`src/rtl/e203_sim_mon_pkg.sv`:
```
// Shared constants and FSM encoding for the e203 simulation commit monitor.
package e203_sim_mon_pkg;

    typedef enum logic [1:0] {
        ST_RUN    = 2'd0,
        ST_ENDING = 2'd1,
        ST_DONE   = 2'd2,
        ST_TMO    = 2'd3
    } mon_state_e;

    localparam logic [31:0] DEF_TOHOST_PC = 32'h8000_0042;
    localparam int          DEF_END_HITS  = 8;
    localparam int          DEF_STALL_LIM = 127;

    function automatic logic [7:0] sat_add8(input logic [7:0] a, input logic [7:0] b);
        logic [8:0] s;
        s = {1'b0, a} + {1'b0, b};
        return s[8] ? 8'hFF : s[7:0];
    endfunction

endpackage

```
`src/rtl/e203_sim_mon_hitcnt.sv`:
```
// Counts how many commit channels retire the tohost PC in the current cycle.
module e203_sim_mon_hitcnt
    import e203_sim_mon_pkg::*;
#(
    parameter int              PC_W      = 32,
    parameter int              NCH       = 1,
    parameter logic [PC_W-1:0] TOHOST_PC = DEF_TOHOST_PC,
    parameter int              HW        = $clog2(NCH + 1)
) (
    input  logic [NCH-1:0]      cmt_vld,
    input  logic [NCH*PC_W-1:0] cmt_pc,
    output logic [HW-1:0]       hits
);

    always_comb begin
        hits = '0;
        for (int k = 0; k < NCH; k++) begin
            if (cmt_vld[k] && (cmt_pc[k*PC_W +: PC_W] == TOHOST_PC))
                hits = hits + HW'(1);
        end
    end

endmodule

```
`src/rtl/e203_sim_commit_monitor.sv`:
```
// End-of-test, watchdog, counters and dump-window monitor for the e203 SoC bench.
// Optional idle/stall detector enabled by defining E203_SIM_MON_STALL_DET_EN.
module e203_sim_commit_monitor
    import e203_sim_mon_pkg::*;
#(
    parameter int              PC_W      = 32,
    parameter int              NCH       = 1,
    parameter int              CNT_W     = 32,
    parameter logic [PC_W-1:0] TOHOST_PC = DEF_TOHOST_PC,
    parameter int              END_HITS  = DEF_END_HITS,
    parameter int              WDOG_BIT  = 20,
    parameter int              STALL_LIM = DEF_STALL_LIM
) (
    input  logic                clk,
    input  logic                rst,
    input  logic [NCH-1:0]      cmt_vld,
    input  logic [NCH*PC_W-1:0] cmt_pc,
    input  logic                exu_i_vld,
    input  logic                exu_i_rdy,
    input  logic [63:0]         mcycle64,
    input  logic [63:0]         dump_start,
    input  logic [63:0]         dump_end,
    input  logic [31:0]         x3_val,
    output logic [CNT_W-1:0]    cycle_cnt,
    output logic [CNT_W-1:0]    instr_cnt,
    output logic [CNT_W-1:0]    end_cycle,
    output logic [7:0]          tohost_hits,
    output logic                dump_en,
    output logic                done,
    output logic                pass,
    output logic                timeout,
    output logic                stall_flag
);

    localparam int HW = $clog2(NCH + 1);

    mon_state_e    state, state_nxt;
    logic [HW-1:0] hits;
    logic [7:0]    hits_nxt;
    logic          any_hit, reach, wdog;

    e203_sim_mon_hitcnt #(
        .PC_W      (PC_W),
        .NCH       (NCH),
        .TOHOST_PC (TOHOST_PC),
        .HW        (HW)
    ) u_hitcnt (
        .cmt_vld (cmt_vld),
        .cmt_pc  (cmt_pc),
        .hits    (hits)
    );

    assign any_hit  = (hits != '0);
    assign hits_nxt = sat_add8(tohost_hits, 8'(hits));
    // The end condition looks at the count including this cycle's hits so
    // several channels hitting at once can finish the test in one step.
    assign reach    = (hits_nxt >= 8'(END_HITS));
    assign wdog     = cycle_cnt[WDOG_BIT];

    always_comb begin
        state_nxt = state;
        case (state)
            ST_RUN: begin
                if (any_hit && reach) state_nxt = ST_DONE;
                else if (wdog)        state_nxt = ST_TMO;
                else if (any_hit)     state_nxt = ST_ENDING;
            end
            ST_ENDING: begin
                if (reach)     state_nxt = ST_DONE;
                else if (wdog) state_nxt = ST_TMO;
            end
            default: state_nxt = state;
        endcase
    end

    always_ff @(posedge clk) begin
        if (rst) begin
            state       <= ST_RUN;
            cycle_cnt   <= '0;
            instr_cnt   <= '0;
            end_cycle   <= '0;
            tohost_hits <= '0;
            dump_en     <= 1'b0;
            done        <= 1'b0;
            pass        <= 1'b0;
            timeout     <= 1'b0;
        end else begin
            state       <= state_nxt;
            tohost_hits <= hits_nxt;
            if (!(&cycle_cnt))
                cycle_cnt <= cycle_cnt + CNT_W'(1);
            if (state == ST_RUN && !any_hit && exu_i_vld && exu_i_rdy)
                instr_cnt <= instr_cnt + CNT_W'(1);
            if (state == ST_RUN && (state_nxt == ST_ENDING || state_nxt == ST_DONE))
                end_cycle <= cycle_cnt;
            if (state != ST_DONE && state_nxt == ST_DONE) begin
                done <= 1'b1;
                pass <= (x3_val == 32'd1);
            end
            if (state != ST_TMO && state_nxt == ST_TMO)
                timeout <= 1'b1;
            dump_en <= (mcycle64 >= dump_start) && (mcycle64 <= dump_end);
        end
    end

`ifdef E203_SIM_MON_STALL_DET_EN
    localparam int IW = $clog2(STALL_LIM + 1);

    logic [IW-1:0] idle_cnt, idle_nxt;

    always_comb begin
        idle_nxt = idle_cnt;
        if (state == ST_RUN || state == ST_ENDING) begin
            if (|cmt_vld)           idle_nxt = '0;
            else if (!(&idle_cnt))  idle_nxt = idle_cnt + IW'(1);
        end
    end

    always_ff @(posedge clk) begin
        if (rst) begin
            idle_cnt   <= '0;
            stall_flag <= 1'b0;
        end else begin
            idle_cnt <= idle_nxt;
            if (idle_nxt == IW'(STALL_LIM))
                stall_flag <= 1'b1;
        end
    end
`else
    assign stall_flag = 1'b0;
`endif

endmodule

```
`config.mk`:
```
export PLATFORM = sky130hd
export DESIGN_NAME = e203_sim_commit_monitor
export DESIGN_NICKNAME = d
export VERILOG_FILES = /design/src/rtl/e203_sim_mon_pkg.sv /design/src/rtl/e203_sim_mon_hitcnt.sv /design/src/rtl/e203_sim_commit_monitor.sv
export SDC_FILE = /design/constraint.sdc
export NUM_CORES = 1
export LEC_CHECK = 0
export CAP_MARGIN = 15
export CORE_MARGIN = 4
export CORE_UTILIZATION = 43
export DETAILED_ROUTE_END_ITERATION = 8
export GPL_TIMING_DRIVEN = 0
export PLACE_DENSITY = 0.83
export SLEW_MARGIN = 10
export SYNTH_ARGS = -nofsm -noshare
export SYNTH_HDL_FRONTEND = slang
export SYNTH_SLANG_ARGS = --single-unit
```
`constraint.sdc`:
```
create_clock -name clk -period 4.1 [get_ports clk]
set_input_delay 0.82 -clock clk [delete_from_list [all_inputs] [get_ports clk]]
set_output_delay 0.82 -clock clk [all_outputs]
set_load 0.005 [all_outputs]
```
==> flow_summary.toml, run 1 <==
[outcome]
status = "finished clean"

[critical_path]
critPathMaxFanout = 10
critical_path_arrival_ps = 3990
r2r.worst_path.cells = 10
worst_r2r_endpoint = "end_cycle[23]$_SDFFE_PP0P_"
crit_type = "in -> reg"
worst-endpoint-required_ps = 4390
timing.reg2reg.setup_slack_ps = 1920
critPathLaunchType = "input port"
rr_startpoint = "tohost_hits[0]$_SDFF_PP0_"
cp-end-kind = "flip-flop"

[placement]
gpl.final_weighted_congestion = 0.947
placedCellCount = 1626
hpwlAfterDp_um = 23800
placement.cell_area_um2 = 12000
port_buffers = 367

[sta]
post-route-period-util_pct = 90.3
clock.fmax_mhz = 270
worst_pin_slew_ps = 725
final_setup_violation_count = 0
final.min_clock_period_ps = 3700
setup_repair_after_global_routing_missed_its_margin = "false"
maxSlewHeadroom_pct = 50.4
fin_tns_setup_ps = 0
hold_violations = 0
drv_slew = 0
clock-skew-final_ps = 11.4

[layout]
final_core_utilization_pct = 67.6
layout.cell_area.non_filler_um2 = 12300
antenna-diode-count = 0
sequential_cell_area_um2 = 2200
syn_to_final_growth_pct = 53.1
multi_input_area_um2 = 5170
drive_above_1_share_pct = 2.90
fill_count = 1489
final_cells = 1641
final_net_count = 1801

[floorplanning]
floorplan.io_pins = 370
num_rows = 49
coreArea_um2 = 18100
die_w_um = 144
die-height_um = 144
initial_standard_cell_utilization_of_the_core_pct = 44.1
die_area_um2 = 20900

[cts]
clock_tree.buffer_depth = 2
path_clk_slew_ps = 80
tritoncts = "yes"
ctsHtreeMaxLevel = 3
cts-buffers-inserted = 9
cts_root_buffer = "sky130_fd_sc_hd__clkbuf_16"
clk-insertion-delay-late_ps = 360
cts.sink_count = 110

[synthesis]
asyncSetResetFlopFracSynth_pct = 0
postSynthCellCount = 1030
post_synth_edffs = 0
synth.mux.area_fraction_pct = 0
yosysWarnings = 0
syn-cell-area_um2 = 8010
synth_compound_area_share_pct = 12.4
yosys.area_share.adder_pct = 20.6
ys_seq_elements = 110
largest_family_of_logic_cells_by_synthesized_area = "simple AND/OR/NAND/NOR gates"
synth.net_count = 1423
synth-main-ff-cell = "sky130_fd_sc_hd__dfxtp_1"
synth_simple_gate_area_share_pct = 25.3
synth-xor-area-share_pct = 6.23
seq_area_frac_synth_pct = 27.5
synth.distinct_cells = 56
avgSynthCellArea_um2 = 7.78

[hold_path]
hold-path-cell-count = 2
hp-start = "end_cycle[15]$_SDFFE_PP0P_"
worstHoldPathType = "reg -> reg"
timing.hold.worst_endpoint = "end_cycle[15]$_SDFFE_PP0P_"

[global_route]
grt_pass1_vias = 8478
grt.overflow.total = 0
pin_count_of_the_biggest_net_entering_global_routing = 20
antenna_found_initial = 0
global_route_wire_length_before_repair_um = 41700
grt_util_all_layers_pct = 24.9

[routing]
drc_errors = 0
vias = 8599
post_drt_via_cell_ratio = 5.24
routed_wl_um = 27600
wl_per_cell_um = 16.8
detail_route.iter0.violations = 372
drt_pre_antenna_iters = 4
final_antenna_net_count = 0

[power_and_ir_drop]
power.static_leakage_uw = 0.00518
total_power_uw = 2530
pwr_density_cell_nw_per_um2 = 206
peak_supply_drop_mv = 0.213

[flow_run]
max_cap_violations = 0
## registers in the layout, summed over array words and instances, names as in the netlist
signal / cells
state: 2
dump_en: 1
done: 1
pass: 1
instr_cnt: 32
timeout: 1
cycle_cnt: 32
tohost_hits: 8
end_cycle: 32
## timing repair
item                                    4_1_cts  5_1_grt
endpoints found under the setup margin        0       30
resized for setup                             0        7
setup buffers                                 0        0
hold buffers                                  0        0
## synth_stat cells (4+ instances only)
cell type / number / share of area [%]
sky130_fd_sc_hd__inv_1: 139 / 6.5
sky130_fd_sc_hd__ha_1: 132 / 21
sky130_fd_sc_hd__nand2_1: 113 / 5.3
sky130_fd_sc_hd__dfxtp_1: 110 / 27
sky130_fd_sc_hd__nor2_1: 91 / 4.3
sky130_fd_sc_hd__a21oi_1: 89 / 5.6
sky130_fd_sc_hd__nand3_1: 46 / 2.9
sky130_fd_sc_hd__nand4_1: 39 / 3.0
sky130_fd_sc_hd__xnor2_1: 37 / 4.0
sky130_fd_sc_hd__o21ai_0: 28 / 1.7
sky130_fd_sc_hd__nor3_1: 21 / 1.3
sky130_fd_sc_hd__xor2_1: 20 / 2.2
sky130_fd_sc_hd__clkbuf_1: 18 / 0.84
sky130_fd_sc_hd__nor4_1: 18 / 1.4
sky130_fd_sc_hd__and3_1: 14 / 1.1
sky130_fd_sc_hd__a211oi_1: 12 / 1.1
sky130_fd_sc_hd__a21o_1: 12 / 1.1
sky130_fd_sc_hd__and4_1: 9 / 0.98
sky130_fd_sc_hd__or3_1: 8 / 0.62
sky130_fd_sc_hd__buf_2: 6 / 0.37
sky130_fd_sc_hd__or4_1: 6 / 0.56
sky130_fd_sc_hd__nor3b_1: 5 / 0.47
sky130_fd_sc_hd__o211ai_1: 5 / 0.47
sky130_fd_sc_hd__and2_1: 4 / 0.31
sky130_fd_sc_hd__nor2b_1: 4 / 0.31
## power by group
group | internal (uW) | switching, uW | total, uW
combinational | 358 | 240 | 598
sequential | 1070 | 6.93 | 1080
clock | 422 | 432 | 854
## metal layers
metal	track usage (%)	wire, um	vias to the layer above
met5	0	0	-
met4	7.46	841	0
met3	6.22	2150	49
met2	45.2	13700	313
met1	28.8	11000	3913
li1	-	-	4324
## layout make-up
| type | instances | area share (%) |
|---|---|---|
| multi-input cells | 755 | 42.2 |
| repair buffers | 367 | 30.0 |
| flip-flops and latches | 110 | 18.0 |
| inverters | 139 | 4.26 |
| well taps | 229 | 2.34 |
| clock buffers | 9 | 1.84 |
| plain buffers | 26 | 0.980 |
| clock inverters | 6 | 0.459 |
## critical path, cell delays in order
cell and delay (ps):
sky130_fd_sc_hd__clkdlybuf4s50_1 460, sky130_fd_sc_hd__nor4bb_1 280, sky130_fd_sc_hd__nand4_1 140, sky130_fd_sc_hd__nor3_2 260, sky130_fd_sc_hd__buf_2 260, sky130_fd_sc_hd__ha_1 230, sky130_fd_sc_hd__ha_1 210, sky130_fd_sc_hd__nor3b_1 60
sky130_fd_sc_hd__o21a_1 240, sky130_fd_sc_hd__nand2_1 100, sky130_fd_sc_hd__and3_1 170, sky130_fd_sc_hd__clkbuf_1 230, sky130_fd_sc_hd__buf_2 270, sky130_fd_sc_hd__nand2_1 90, sky130_fd_sc_hd__a21oi_1 150
## worst max path at each step
stage	to	slack [ps]	startpoint	depth (start not counted)
after floorplan	end_cycle[2]$_SDFFE_PP0P_	980	cmt_pc[29]	14
after global placement	end_cycle[23]$_SDFFE_PP0P_	-130	cmt_vld	14
after detailed placement	end_cycle[25]$_SDFFE_PP0P_	-170	cmt_vld	14
after CTS	end_cycle[21]$_SDFFE_PP0P_	220	cmt_vld	14
after global routing	end_cycle[28]$_SDFFE_PP0P_	40	cmt_pc[11]	15
final	end_cycle[3]$_SDFFE_PP0P_	400	cmt_vld	15
## layout by cell type, fill, tap and decap left out, types with 4 or more instances in the layout
master,count
sky130_fd_sc_hd__a211oi_1,12
sky130_fd_sc_hd__a21o_1,12
sky130_fd_sc_hd__a21oi_1,89
sky130_fd_sc_hd__and2_1,4
sky130_fd_sc_hd__and3_1,14
sky130_fd_sc_hd__and4_1,9
sky130_fd_sc_hd__buf_2,6
sky130_fd_sc_hd__clkbuf_1,15
sky130_fd_sc_hd__clkbuf_16,9
sky130_fd_sc_hd__clkdlybuf4s50_1,367
sky130_fd_sc_hd__dfxtp_1,110
sky130_fd_sc_hd__ha_1,132
sky130_fd_sc_hd__inv_1,139
sky130_fd_sc_hd__nand2_1,113
sky130_fd_sc_hd__nand3_1,46
sky130_fd_sc_hd__nand4_1,39
sky130_fd_sc_hd__nor2_1,91
sky130_fd_sc_hd__nor2b_1,4
sky130_fd_sc_hd__nor3_1,20
sky130_fd_sc_hd__nor3b_1,5
sky130_fd_sc_hd__nor4_1,18
sky130_fd_sc_hd__o211ai_1,5
sky130_fd_sc_hd__o21ai_0,28
sky130_fd_sc_hd__or3_1,8
sky130_fd_sc_hd__or4_1,6
sky130_fd_sc_hd__xnor2_1,37
sky130_fd_sc_hd__xor2_1,20
## kinds of logic after synthesis
| group | count (synthesis) |
|---|---|
| DFF | 110 |
| buffers and inverters | 165 |
| adders and majority gates | 132 |
| AOI/OAI and AO/OA | 167 |
| other | 1 |
| xor gates and xnor gates | 57 |
| and+or+nand+nor | 398 |
## through the flow
step	hold WS [ps]	setup WS [ps]
3_5_place_dp	447	-171
6_report	456	397
3_3_place_gp	438	-133
2_1_floorplan	448	977
4_1_cts	455	221
5_1_grt	472	43.3
(Power assumes the default switching activity.)
==> inputs of run 2 (changes only) <==
- RECOVER_POWER: not set -> 100
==> run 2 against run 1 <==
  * Sequential power barely moved
  * First-iteration DRC count shrank 1.6%
  * Largest power group unchanged
  * Maximum frequency fell by 0.59%
  * Critical path depth did not move
==> flow_summary.toml, run 2 (same netlist as run 1, synthesis figures left out) <==
[critical_path]
cp_cell_sequence = "clkdlybuf4s50_1 -> nor4bb_1 -> nand4_1 -> nor3_2 -> buf_2 -> ha_1 -> ha_1 -> nor3b_1 -> o21a_1 -> nand2_1 -> and3_1 -> clkbuf_1 -> clkbuf_2 -> nand2_1 -> a21oi_1"
worst-endpoint-required_ps = 4390
critPathMaxFanout = 10
critical_path.max_stage_delay_ps = 460
critPathLaunchType = "input port"
critical_path_arrival_ps = 4010
worst_path_max_delay_cell = "sky130_fd_sc_hd__clkdlybuf4s50_1"
cp-end-kind = "flip-flop"
timing.critical_path.buf_inv = 4
largest_delay_contributor_family_on_the_critical_path = "buffers and inverters"
crit_type = "in -> reg"

[cts]
holdBufCountCts = 0
tritoncts = "yes"
clock_tree.buffer_depth = 2
path_clk_slew_ps = 70
cts_root_buffer = "sky130_fd_sc_hd__clkbuf_16"
ctsHtreeMaxLevel = 3
cts.sink_count = 110
clk-insertion-delay-late_ps = 360
cts-buffers-inserted = 9

[layout]
final_core_utilization_pct = 67.2
syn_to_final_growth_pct = 52.3
layout_commonest_cell = "sky130_fd_sc_hd__clkdlybuf4s50_1"
layout.cells.most_common_list = "sky130_fd_sc_hd__clkdlybuf4s50_1, sky130_fd_sc_hd__inv_1, sky130_fd_sc_hd__ha_1"
fill_count = 1503
layout.cell_area.non_filler_um2 = 12200
drive_above_1_share_pct = 2.27
final_net_count = 1801
antenna-diode-count = 0
reg_top3 = "cycle_cnt (32), end_cycle (32), instr_cnt (32)"

[sta]
hold_violations = 0
drv_slew = 0
clock-skew-final_ps = 9.87
final_setup_violation_count = 0
final.min_clock_period_ps = 3730
setup_repair_after_global_routing_missed_its_margin = "false"
worst_pin_slew_ps = 1050
fin_tns_setup_ps = 0
clock.fmax_mhz = 268
maxSlewHeadroom_pct = 29.7
post-route-period-util_pct = 90.9

[power_and_ir_drop]
pwr_density_cell_nw_per_um2 = 207
power.static_leakage_uw = 0.00552
peak_supply_drop_mv = 0.213

[placement]
hpwlAfterDp_um = 23800
port_buffers = 367
placement.cell_area_um2 = 12000
gpl.final_weighted_congestion = 0.947

[routing]
routed_wl_um = 27600
vias = 8603
drt_pre_antenna_iters = 5
final_antenna_net_count = 0
drc_errors = 0
wl_per_cell_um = 16.8
detail_route.iter0.violations = 366
post_drt_via_cell_ratio = 5.24

[global_route]
pin_count_of_the_biggest_net_entering_global_routing = 20
grt_pass1_vias = 8478
grt_util_all_layers_pct = 24.9
antenna_found_initial = 0
grt.overflow.total = 0
global_route_wire_length_before_repair_um = 41700

[floorplanning]
coreArea_um2 = 18100
floorplan.io_pins = 370
num_rows = 49
die_w_um = 144
initial_standard_cell_utilization_of_the_core_pct = 44.1
die-height_um = 144
die_area_um2 = 20900

[hold_path]
worstHoldPathType = "reg -> reg"

[flow_run]
max_cap_violations = 0

[outcome]
status = "finished clean"
[run 2: changes by cell type in the layout (fill, tap and decap cells not counted), moves of 2 or more]
cell	change
sky130_fd_sc_hd__buf_2	-5
sky130_fd_sc_hd__clkbuf_1	+2
sky130_fd_sc_hd__clkbuf_2	+3
sky130_fd_sc_hd__clkdlybuf4s50_1	-109
sky130_fd_sc_hd__dlygate4sd3_1	+109
sky130_fd_sc_hd__nor4_1	+3
sky130_fd_sc_hd__nor4_2	-3
[run 2: worst paths after layout]
| check | startpoint | end | slack [ps] | cells after the start |
|---|---|---|---|---|
| hold / removal | end_cycle[30]$_SDFFE_PP0P_ | end_cycle[30]$_SDFFE_PP0P_ | 450 | 2 |
| setup reg to reg | cycle_cnt[4]$_SDFFE_PP0N_ | cycle_cnt[8]$_SDFFE_PP0N_ | 1100 | 8 |
| hold reg to reg | end_cycle[30]$_SDFFE_PP0P_ | end_cycle[30]$_SDFFE_PP0P_ | 450 | 2 |
| setup / recovery | cmt_vld | end_cycle[23]$_SDFFE_PP0P_ | 370 | 15 |
[run 2: cell type report]
| type | instances | area, um^2 | share of cell area [%] |
|---|---|---|---|
| inverter | 139 | 522 | 4.28 |
| clock buffer | 9 | 225 | 1.85 |
| buffer | 26 | 118 | 0.964 |
| timing repair buffer | 367 | 3670 | 30.1 |
| multi-input combinational | 755 | 5110 | 41.9 |
| sequential | 110 | 2200 | 18.1 |
| tap | 229 | 287 | 2.35 |
| clock inverter | 6 | 56.3 | 0.462 |
[run 2: routing by layer]
metal	wire length, um	part of all wire [%]	up-vias	track usage, %
met3	2330	8.4	49	6.22
met1	10800	39	3906	28.8
met4	848	3.1	0	7.46
met2	13600	49	324	45.2
li1	-	-	4324	-
met5	0	0	-	0
[run 2: repair_timing]
item                                    4_1_cts  5_1_grt
endpoints found under the setup margin        0       30
gates resized for setup                       0        7
hold endpoints to repair                      0        0
setup buffers                                 0        0
[run 2: report_power, final]
part / switching, uW / total [uW] / internal (uW)
sequential: 6.43 / 1080 / 1070
clock: 430 / 853 / 422
combinational: 239 / 595 / 356
total: 676 / 2530 / 1850
[run 2: through the flow]
stage / hold WS [ps] / instances / worst slack, ps / power [uW]
2_1_floorplan: 448 / 1030 / 977 / 1340
3_3_place_gp: 438 / 1626 / -133 / 1680
3_5_place_dp: 447 / 1626 / -171 / 1700
4_1_cts: 455 / 1641 / 221 / 2540
5_1_grt: 469 / 1641 / 23.8 / 2650
6_report: 451 / 1641 / 375 / 2530
[run 2: worst register-to-register path, stage by stage, from the launching register on]
cell	delay [ps]
sky130_fd_sc_hd__dfxtp_1	460
sky130_fd_sc_hd__and3_1	200
sky130_fd_sc_hd__clkbuf_1	250
sky130_fd_sc_hd__nand3_1	210
sky130_fd_sc_hd__nor3_1	880
sky130_fd_sc_hd__a21oi_1	390
sky130_fd_sc_hd__and3_1	310
sky130_fd_sc_hd__xnor2_1	130
sky130_fd_sc_hd__nor2_1	50
